<file path="config.mk">
export PLATFORM = sky130hd
export DESIGN_NAME = pq_cmd_issuer_flat
export DESIGN_NICKNAME = d
export VERILOG_FILES = /design/src/rtl/pq_cmd_issuer_if.sv /design/src/rtl/pq_cmd_issuer.sv /design/src/flat_wrapper.sv
export SDC_FILE = /design/constraint.sdc
export NUM_CORES = 1
export LEC_CHECK = 0
export ABC_AREA = 1
export CAP_MARGIN = 20
export CORE_UTILIZATION = 45
export DETAILED_ROUTE_END_ITERATION = 10
export PLACE_DENSITY = 0.8
export SLEW_MARGIN = 20
export SYNTH_ARGS = -nofsm -noshare
export SYNTH_HDL_FRONTEND = slang
export SYNTH_SLANG_ARGS = --single-unit
</file>
<file path="constraint.sdc">
create_clock -name CLK -period 4.5 [get_ports CLK]
set_clock_uncertainty 0.1 [all_clocks]
set_input_delay 0.675 -clock CLK [delete_from_list [all_inputs] [get_ports CLK]]
set_output_delay 0.675 -clock CLK [all_outputs]
set_load 0.01 [all_outputs]
</file>
<file path="src/rtl/pq_cmd_issuer_if.sv">
// pq_cmd_issuer_if
//  Command/response handshake bundle between a command source and pq_cmd_issuer.
//  Parameter: DATA_WIDTH - key width.
//  Signals:
//    i_cmd_valid / o_cmd_ready   command handshake
//    i_cmd_op [1:0]              0=ENQ 1=DEQ 2=REPLACE 3=reserved
//    i_cmd_data [DATA_WIDTH]     key for ENQ/REPLACE
//    o_rsp_valid / i_rsp_ready   response handshake
//    o_rsp_data [DATA_WIDTH]     popped root (DEQ/REPLACE), else 0
//    o_rsp_err                   command rejected, tree untouched
//  Modports: master (command source), slave (pq_cmd_issuer).
interface pq_cmd_issuer_if #(
  parameter int DATA_WIDTH = 16
);
  logic                  i_cmd_valid;
  logic                  o_cmd_ready;
  logic [1:0]            i_cmd_op;
  logic [DATA_WIDTH-1:0] i_cmd_data;
  logic                  o_rsp_valid;
  logic                  i_rsp_ready;
  logic [DATA_WIDTH-1:0] o_rsp_data;
  logic                  o_rsp_err;

  modport master (
    output i_cmd_valid, i_cmd_op, i_cmd_data, i_rsp_ready,
    input  o_cmd_ready, o_rsp_valid, o_rsp_data, o_rsp_err
  );

  modport slave (
    input  i_cmd_valid, i_cmd_op, i_cmd_data, i_rsp_ready,
    output o_cmd_ready, o_rsp_valid, o_rsp_data, o_rsp_err
  );
endinterface

</file>
<file path="src/rtl/pq_cmd_issuer.sv">
// pq_cmd_issuer
//  Initiator front-end for the priority-queue trees. Accepts ENQ/DEQ/REPLACE
//  commands, issues a one-cycle o_q_wrt/o_q_read pulse to the tree, waits
//  SETTLE_CYCLES idle cycles, then returns one response per accepted command.
//  Ports:
//    CLK, RSTn (synchronous, active-low)
//    cmd_if      pq_cmd_issuer_if.slave: command and response handshakes
//    o_q_wrt, o_q_read, o_q_data          drive the tree's i_wrt/i_read/i_data
//    i_q_full, i_q_empty, i_q_data        tree status and current root
//    o_count                              shadow occupancy, saturating
//  Optional feature macro: PQ_ISSUER_SYNC_CHECK_EN - also reject a command when
//  the tree's full/empty flags disagree with the shadow occupancy.
module pq_cmd_issuer #(
  parameter int DATA_WIDTH    = 16,
  parameter int QUEUE_SIZE    = 7,
  parameter int SETTLE_CYCLES = 24
) (
  input  logic                            CLK,
  input  logic                            RSTn,
  pq_cmd_issuer_if.slave                  cmd_if,
  output logic                            o_q_wrt,
  output logic                            o_q_read,
  output logic [DATA_WIDTH-1:0]           o_q_data,
  input  logic                            i_q_full,
  input  logic                            i_q_empty,
  input  logic [DATA_WIDTH-1:0]           i_q_data,
  output logic [$clog2(QUEUE_SIZE+1)-1:0] o_count
);
  localparam int CNT_W = $clog2(QUEUE_SIZE + 1);
  localparam int SET_W = (SETTLE_CYCLES > 1) ? $clog2(SETTLE_CYCLES) : 1;
  localparam logic [CNT_W-1:0] COUNT_MAX   = CNT_W'(QUEUE_SIZE);
  localparam logic [SET_W-1:0] SETTLE_LAST = SET_W'((SETTLE_CYCLES > 0) ? SETTLE_CYCLES - 1 : 0);

  typedef enum logic [1:0] {OP_ENQ = 2'd0, OP_DEQ = 2'd1, OP_REP = 2'd2, OP_RSV = 2'd3} op_e;
  typedef enum logic [1:0] {IDLE, ISSUE, SETTLE, RESP} state_e;

  state_e                state_q, state_d;
  op_e                   op_q, op_in;
  logic [DATA_WIDTH-1:0] key_q;
  logic [SET_W-1:0]      settle_cnt;
  logic                  accept;
  logic                  reject;

  assign op_in              = op_e'(cmd_if.i_cmd_op);
  assign cmd_if.o_cmd_ready = (state_q == IDLE);
  assign accept             = cmd_if.i_cmd_valid && (state_q == IDLE);

  always_comb begin
    reject = 1'b0;
    unique case (op_in)
      OP_ENQ:         reject = i_q_full;
      OP_DEQ, OP_REP: reject = i_q_empty;
      default:        reject = 1'b1;
    endcase
`ifdef PQ_ISSUER_SYNC_CHECK_EN
    if ((i_q_full != (o_count == COUNT_MAX)) || (i_q_empty != (o_count == '0)))
      reject = 1'b1;
`endif
  end

  // o_rsp_valid is registered, so RESP is entered one cycle before it is seen;
  // this gives the k+1 (reject) and k+2+SETTLE_CYCLES (issued) response edges.
  always_comb begin
    state_d  = state_q;
    o_q_wrt  = 1'b0;
    o_q_read = 1'b0;
    o_q_data = '0;
    unique case (state_q)
      IDLE: if (accept) state_d = reject ? RESP : ISSUE;
      ISSUE: begin
        o_q_wrt  = (op_q == OP_ENQ) || (op_q == OP_REP);
        o_q_read = (op_q == OP_DEQ) || (op_q == OP_REP);
        o_q_data = (op_q == OP_DEQ) ? '0 : key_q;
        state_d  = (SETTLE_CYCLES == 0) ? RESP : SETTLE;
      end
      SETTLE: if (settle_cnt == SETTLE_LAST) state_d = RESP;
      RESP:   if (cmd_if.o_rsp_valid && cmd_if.i_rsp_ready) state_d = IDLE;
      default: state_d = IDLE;
    endcase
  end

  always_ff @(posedge CLK) begin
    if (!RSTn) begin
      state_q           <= IDLE;
      op_q              <= OP_ENQ;
      key_q             <= '0;
      settle_cnt        <= '0;
      o_count           <= '0;
      cmd_if.o_rsp_valid <= 1'b0;
      cmd_if.o_rsp_data  <= '0;
      cmd_if.o_rsp_err   <= 1'b0;
    end else begin
      state_q <= state_d;
      if (accept) begin
        op_q              <= op_in;
        key_q             <= cmd_if.i_cmd_data;
        cmd_if.o_rsp_err  <= reject;
        cmd_if.o_rsp_data <= (!reject && (op_in == OP_DEQ || op_in == OP_REP)) ? i_q_data : '0;
      end
      settle_cnt <= ((state_q == SETTLE) && (settle_cnt != SETTLE_LAST)) ? settle_cnt + 1'b1 : '0;
      if (state_q == ISSUE) begin
        unique case (op_q)
          OP_ENQ:  if (o_count != COUNT_MAX) o_count <= o_count + 1'b1;
          OP_DEQ:  if (o_count != '0) o_count <= o_count - 1'b1;
          default: ;
        endcase
      end
      cmd_if.o_rsp_valid <= (state_q == RESP) && !(cmd_if.o_rsp_valid && cmd_if.i_rsp_ready);
    end
  end
endmodule
</file>
<file path="src/flat_wrapper.sv">
// flat-port wrapper written by rule: the top's interface ports become plain ports
module pq_cmd_issuer_flat 
#(
  parameter int DATA_WIDTH    = 16,
  parameter int QUEUE_SIZE    = 7,
  parameter int SETTLE_CYCLES = 24
)
  (CLK, RSTn, o_q_wrt, o_q_read, o_q_data, i_q_full, i_q_empty, i_q_data, o_count, cmd_if_i_cmd_valid, cmd_if_i_cmd_op, cmd_if_i_cmd_data, cmd_if_i_rsp_ready, cmd_if_o_cmd_ready, cmd_if_o_rsp_valid, cmd_if_o_rsp_data, cmd_if_o_rsp_err);
  pq_cmd_issuer_if #(.DATA_WIDTH(DATA_WIDTH)) cmd_if_i ();
  input  logic CLK;
  input  logic RSTn;
  output logic o_q_wrt;
  output logic o_q_read;
  output logic [DATA_WIDTH-1:0] o_q_data;
  input  logic i_q_full;
  input  logic i_q_empty;
  input  logic [DATA_WIDTH-1:0] i_q_data;
  output logic [$clog2(QUEUE_SIZE+1)-1:0] o_count;
  input wire logic [$bits(cmd_if_i.i_cmd_valid)-1:0] cmd_if_i_cmd_valid;
  input wire logic [$bits(cmd_if_i.i_cmd_op)-1:0] cmd_if_i_cmd_op;
  input wire logic [$bits(cmd_if_i.i_cmd_data)-1:0] cmd_if_i_cmd_data;
  input wire logic [$bits(cmd_if_i.i_rsp_ready)-1:0] cmd_if_i_rsp_ready;
  output wire logic [$bits(cmd_if_i.o_cmd_ready)-1:0] cmd_if_o_cmd_ready;
  output wire logic [$bits(cmd_if_i.o_rsp_valid)-1:0] cmd_if_o_rsp_valid;
  output wire logic [$bits(cmd_if_i.o_rsp_data)-1:0] cmd_if_o_rsp_data;
  output wire logic [$bits(cmd_if_i.o_rsp_err)-1:0] cmd_if_o_rsp_err;
  assign cmd_if_i.i_cmd_valid = cmd_if_i_cmd_valid;
  assign cmd_if_i.i_cmd_op = cmd_if_i_cmd_op;
  assign cmd_if_i.i_cmd_data = cmd_if_i_cmd_data;
  assign cmd_if_i.i_rsp_ready = cmd_if_i_rsp_ready;
  assign cmd_if_o_cmd_ready = cmd_if_i.o_cmd_ready;
  assign cmd_if_o_rsp_valid = cmd_if_i.o_rsp_valid;
  assign cmd_if_o_rsp_data = cmd_if_i.o_rsp_data;
  assign cmd_if_o_rsp_err = cmd_if_i.o_rsp_err;
  pq_cmd_issuer #(.DATA_WIDTH(DATA_WIDTH), .QUEUE_SIZE(QUEUE_SIZE), .SETTLE_CYCLES(SETTLE_CYCLES)) u_core (.CLK(CLK), .RSTn(RSTn), .cmd_if(cmd_if_i), .o_q_wrt(o_q_wrt), .o_q_read(o_q_read), .o_q_data(o_q_data), .i_q_full(i_q_full), .i_q_empty(i_q_empty), .i_q_data(i_q_data), .o_count(o_count));
endmodule
</file>
==> qor.txt, run 1 <==
======================================================================================================
Crit path launch type                                                                        flip-flop
Post-layout nets                                                                                   422
Syn Area/Cell                                                                               7.616 um^2
Drt first-iter violations                                                                           98
Count of cell types in the netlist                                                                  28
Detailed-routing iteration count for the pre-antenna-repair pass                                     4
Met2 WL                                                                                        2182 um
Setup TNS Final                                                                                   0 ns
Effective utilization at floorplan                                                              47.58%
Latest clock arrival within the worst-skew pair                                                0.29 ns
Total placed instance area                                                                0.003040 mm^2
CTS tree                                                                                          done
WL/cell                                                                                       11.23 um
Critical path class                                                                       flip-flop to primary output
Cell area after layout                                                                    0.003153 mm^2
Boundary pin count                                                                                  80
Inserted Clock Buffers                                                                               5
P_int                                                                                         901.7 uW
Max frequency                                                                                348.6 MHz
Count of antenna diodes in the layout                                                                0
Switching part of the total                                                                     36.10%
Clock period minus final worst setup slack                                                    2.868 ns
Antenna violations before repair                                                                     0
Worst voltage drop across the vdd grid                                                     0.0002143 V
Number of gates resized after cts                                                                    0
Core ar.                                                                                  0.004786 mm^2
WL met1                                                                                        2265 um
Dominant cell type by area after synthesis                                                     dfxtp_1
Clock group share of total power                                                                 21.7%
Count of maximum capacitance violations                                                              0
Width of the chip                                                                             73.14 um
Quantity of hold-fixing buffers added after cts                                                      0
Remaining routing DRC violations                                                                     0
Combinational share of power                                                                     41.3%
Wire length of the first global-routing pass                                                   8190 um
H-tree depth                                                                                         2
Total of endpoints with negative setup slack in the final report                                     0
Clock transition at the register clock pins on the worst setup and hold paths after CTS        0.08 ns
CTS root buf                                                                                  clkbuf_8
Total detailed-routing wirelength                                                              4909 um
Vias in the first global route                                                                    1882
Share of the clock period used by the worst path                                                63.74%
Power per Cell Area                                                                       447.6 mW/mm^2
Yosys top cell area share                                                                       40.44%
Vias after detailed routing                                                                       2054
Slew of the pin with the lowest slew margin                                                  0.7758 ns
Number of cells in the finished layout apart from fillers                                          437
Count of buffers added by post-CTS timing repair for setup                                           0
Pin count of the biggest net entering global routing                                                39
Arr. time, crit path                                                                           2.09 ns
NetSw                                                                                         509.5 uW
Number of flip-flops and latches in the synthesized netlist                                         46
Bufs on Longest Clock Path                                                                           2
Sequential fraction of the synthesis area                                                       40.44%
Total count of hold-check failures in the final report                                               0
Residual overflow from global routing                                                                0
Net count after synthesis                                                                          351
Routability-driven placement congestion ratio                                                   0.8527
Detail Placement HPWL                                                                          3406 um
Hold WC Path Type                                                                         flip-flop to flip-flop
Area growth, synth to finish                                                                    38.46%
RSZ-0062 raised after global routing                                                                no
Met3 Routed Length                                                                              407 um
Share of layout cells above drive strength 1                                                    10.54%
Floorplan row count                                                                                 25
Highest layer used for signal routing                                                             met4
Critical Path End Type                                                                    primary output
Leading cell types by total area after synthesis                                          dfxtp_1, nor2_1, nand2_1, ha_1, nand3_2
# clock sinks                                                                                       46
Total placed cells including tap cells                                                             430
Post-synthesis instance total                                                                      299
Max FO, Critical Path                                                                               18
Combined global-route utilization of all metal layers                                           19.64%
Vertical die dimension                                                                        73.14 um
Sequential share of power                                                                        37.0%
Lkg Pwr                                                                                       1.245 nW
Status                                                                                       completed
DRT antenna net count                                                                                0
CP Data Required Time                                                                          3.72 ns
Final Max Slew Viols                                                                                 0
Input/output buffers                                                                                79
Via/cell ratio                                                                                   4.700
Area of the die                                                                           0.005349 mm^2
Total of warnings raised by yosys                                                                    0
Remaining max-slew budget at the tightest pin                                                   48.22%
Syn Std Cell Area                                                                         0.002277 mm^2
======================================================================================================
-- kinds of logic after synthesis --
logic type / after synthesis / share of synthesized area (%)
buf+inv: 40 / 9.176
xor+xnor: 2 / 0.7694
fa+ha+maj: 12 / 6.923
simple gates: 153 / 30.77
flops: 46 / 40.44
compound gates: 46 / 11.92
-- critical path: stages, from the launching register on --
cell and delay, ns:
dfxtp_1 0.33, inv_1 0.12, ha_1 0.57, nand2_1 0.13, nor2_1 0.10, clkdlybuf4s50_1 0.55
-- area by class of cell --
| class | instances | area, um^2 |
|---|---|---|
| repair buffers | 80 | 798.3 |
| well taps | 67 | 83.83 |
| fillers | 424 | 1633 |
| inverters | 24 | 90.09 |
| multi-input cells | 213 | 1147 |
| clock inverters | 1 | 30.03 |
| clock buffers | 6 | 82.58 |
| flip-flops and latches | 46 | 920.9 |
-- cell usage in the layout (no fill, tap or decap) --
master           Yosys  final
fa_1                 1      1
nor2_8               1      1
inv_1               21     21
xor2_1               1      1
nand2_1             60     60
o21ai_2              1      1
clkdlybuf4s50_1      0     79
nor2_1              64     64
or2_4                1      1
nand3_1             11     11
buf_4                5      1
ha_1                11     11
or3_1                1      1
o21ai_0             13     13
clkbuf_8             0      6
inv_2                3      3
nor2_2               2      2
nand2_2              2      2
bufinv_16            0      1
dfxtp_1             46     46
nand3_2             10     10
nand3b_4             1      1
o21ai_1              9      9
a21oi_2             10     10
a21oi_1             13     13
xnor2_1              1      1
-- sequential cells by signal, indices dropped and copies added, names as in the netlist --
signal	cells
u_core.cmd_if.o_rsp_data	16
u_core.cmd_if.o_rsp_err	1
u_core.cmd_if.o_rsp_valid	1
u_core.key_q	16
u_core.state_q	2
u_core.settle_cnt	5
u_core.o_count	3
u_core.op_q	2
-- cell usage after synthesis (all sizes together) --
cell,n
or3,1
nor2,67
o21ai,23
buf,14
or2,1
inv,24
xnor2,1
clkbuf,2
nand2,62
dfxtp,46
a21oi,23
nand3,21
fa,1
ha,11
xor2,1
nand3b,1
-- stage by stage --
stage	hold slack, ns	power, mW	util (%)	worst slack (ns)
finish	0.3552	1.411	65.88	1.632
global route	0.3785	1.523	65.88	1.440
CTS	0.3559	1.426	65.88	1.598
detailed placement	0.3387	1.114	63.53	1.613
global placement	0.3285	1.099	63.53	1.610
floorplan	0.3175	0.9414	-	2.643
-- metal layers --
layer	track usage [%]	vias to the layer above
li1	-	1077
met1	24.51	900
met2	32.51	72
met3	5.939	5
met4	5.882	0
met5	0	-
-- power by group through the flow --
stage | combinational [mW] | clock (mW) | sequential (mW)
after global routing | 0.658 | 0.335 | 0.531
after floorplan | 0.411 | 0 | 0.531
final | 0.583 | 0.306 | 0.522
after global placement | 0.571 | 0 | 0.528
after detailed placement | 0.584 | 0 | 0.531
after CTS | 0.587 | 0.318 | 0.522
-- final timing paths --
check	startpoint	end	slack, ns	cells past startpoint
worst max register to register	u_core.op_q[1]	u_core.o_count[2]	2.39	9
worst min register to register	u_core.settle_cnt[0]	u_core.settle_cnt[0]	0.36	1
worst min-delay path	u_core.settle_cnt[0]	u_core.settle_cnt[0]	0.36	1
worst max-delay path	u_core.state_q[1]	o_q_data[7]	1.63	5
Note: power is estimated with default switching activity, not from simulation.
==> run 2: changes to the inputs <==
==> constraint.sdc (replaced) <==
create_clock -name CLK -period 3 [get_ports CLK]
set_clock_uncertainty 0.1 [all_clocks]
set_input_delay 0.45 -clock CLK [delete_from_list [all_inputs] [get_ports CLK]]
set_output_delay 0.45 -clock CLK [all_outputs]
set_load 0.01 [all_outputs]
==> run 2 against run 1 <==
Against the previous run: sequential cell count is the same; sequential power rose by 50%; final cell count grew 0.69%; hold slack gained 0.011 ns; first-iteration DRC count decreased by 18%.
==> qor.txt, run 2 (synthesis gave the netlist of run 1 again) <==
======================================================================================================
Area growth, synth to finish                                                                    40.22%
Drt first-iter violations                                                                           80
Detailed-routing iteration count for the pre-antenna-repair pass                                     4
CTS tree                                                                                          done
Area of the die                                                                           0.005349 mm^2
Slew of the pin with the lowest slew margin                                                  0.6942 ns
Crit path launch type                                                                        flip-flop
Wire length of the first global-routing pass                                                   8176 um
Worst voltage drop across the vdd grid                                                     0.0003216 V
Routability-driven placement congestion ratio                                                   0.7500
Count of buffers added by post-CTS timing repair for setup                                           0
Core ar.                                                                                  0.004786 mm^2
Via/cell ratio                                                                                   4.677
Bufs on Longest Clock Path                                                                           2
Total chip power                                                                              2.212 mW
Max FO, Critical Path                                                                               18
Max frequency                                                                                376.5 MHz
Hold WC Path Type                                                                         flip-flop to flip-flop
Share of the clock period used by the worst path                                                88.54%
Lkg Pwr                                                                                       1.266 nW
Number of gates resized after cts                                                                    0
CTS root buf                                                                                  clkbuf_8
Critical Path End Type                                                                    primary output
Remaining routing DRC violations                                                                     0
Final Max Slew Viols                                                                                 0
Clock transition at the register clock pins on the worst setup and hold paths after CTS        0.09 ns
Remaining max-slew budget at the tightest pin                                                   53.72%
Detail Placement HPWL                                                                          3468 um
Post-layout nets                                                                                   424
Biggest registers after layout                                                            u_core.cmd_if.o_rsp_data: 16 flops, u_core.key_q: 16 flops, u_core.settle_cnt: 5 flops
H-tree depth                                                                                         2
Floorplan row count                                                                                 25
Residual overflow from global routing                                                                0
Antenna violations before repair                                                                     0
Pin count of the biggest net entering global routing                                                38
Inserted Clock Buffers                                                                               5
CP delay by family, top                                                                   buffers and inverters
Critical path's largest stage delay                                                            0.57 ns
Power per Cell Area                                                                       692.6 mW/mm^2
Input/output buffers                                                                                79
Most common cell after layout, fill and taps aside                                        clkdlybuf4s50_1
Count of antenna diodes in the layout                                                                0
Vias after detailed routing                                                                       2058
CP Data Required Time                                                                          2.45 ns
Quantity of hold-fixing buffers added after cts                                                      0
Latest clock arrival within the worst-skew pair                                                0.30 ns
Arr. time, crit path                                                                           2.11 ns
Combined global-route utilization of all metal layers                                           19.80%
Vias in the first global route                                                                    1862
Number of buffer and inverter stages on the critical path                                            2
Count of maximum capacitance violations                                                              0
Status                                                                                       completed
Boundary pin count                                                                                  80
Clock period minus final worst setup slack                                                    2.656 ns
# clock sinks                                                                                       46
Total placed cells including tap cells                                                             432
Total count of hold-check failures in the final report                                               0
Total detailed-routing wirelength                                                              4978 um
Series of cell instances along the critical path                                          inv_1 > ha_1 > nand2_1 > nor2_1 > clkdlybuf4s50_1
RSZ-0062 raised after global routing                                                                no
Setup TNS Final                                                                                   0 ns
Total of endpoints with negative setup slack in the final report                                     0
Slowest cell on crit path                                                                         ha_1
Number of cells in the finished layout apart from fillers                                          440
Worst setup timing slack at the placement stage                                              0.6426 ns
Slack of the critical path                                                                   0.3437 ns
Vertical die dimension                                                                        73.14 um
WL/cell                                                                                       11.31 um
Effective utilization at floorplan                                                              47.58%
Width of the chip                                                                             73.14 um
DRT antenna net count                                                                                0
Highest-count cells in the layout ignoring fill and taps                                  clkdlybuf4s50_1, nor2_1, nand2_1
Share of layout cells above drive strength 1                                                    11.26%
Critical path class                                                                       flip-flop to primary output
======================================================================================================
run 2: cell count changes in the layout (fill, tap and decap cells not counted):
| cell | previous run | this run |
|---|---|---|
| clkinv_4 | 0 | 1 |
| buf_4 | 1 | 3 |
| clkbuf_8 | 6 | 5 |
| bufinv_16 | 1 | 2 |
run 2: power by group:
group          switching, mW  internal [mW]  total, mW
Combinational          0.504          0.371      0.875
Clock                  0.220          0.334      0.553
Sequential            0.0649          0.718      0.783
run 2: path summary, 6_finish.rpt:
kind | from | end | slack, ns | cells after the start
worst max register to register | u_core.op_q[1] | u_core.o_count[2] | 0.90 | 9
worst min register to register | u_core.settle_cnt[0] | u_core.settle_cnt[0] | 0.37 | 1
worst min-delay path | u_core.settle_cnt[0] | u_core.settle_cnt[0] | 0.37 | 1
worst max-delay path | u_core.state_q[1] | o_q_data[7] | 0.34 | 5
run 2: area by class of cell:
cell class | count | area (um^2)
clock buffers | 5 | 68.82
clock inverters | 3 | 68.82
fillers | 434 | 1593
inverters | 24 | 90.09
multi-input cells | 213 | 1147
flip-flops and latches | 46 | 920.9
well taps | 67 | 83.83
repair buffers | 82 | 813.3
run 2: stage by stage:
stage / utilization, % / cell area (um^2) / hold slack [ns]
floorplan: - / 2277 / 0.3175
global route: 66.72 / 3193 / 0.4003
finish: 66.72 / 3193 / 0.3662
detailed placement: 63.84 / 3055 / 0.3563
global placement: 63.84 / 3055 / 0.3329
CTS: 66.72 / 3193 / 0.3696
run 2: per-layer routing:
metal	GRT usage (%)	part of all wire [%]	vias up
met2	32.30	44	73
li1	-	-	1081
met1	23.84	45	897
met3	8.011	9.4	7
met4	5.882	1.3	0
met5	0	0	-
==> run 3: changes to the inputs <==
--- a/config.mk
+++ b/config.mk
@@ -10,6 +10,7 @@
 export CORE_UTILIZATION = 45
 export DETAILED_ROUTE_END_ITERATION = 10
 export PLACE_DENSITY = 0.8
+export SKIP_LAST_GASP = 1
 export SLEW_MARGIN = 20
 export SYNTH_ARGS = -nofsm -noshare
 export SYNTH_HDL_FRONTEND = slang
==> results of run 3 <==
No change in the layout: final DEF, timing and power equal those of run 2.
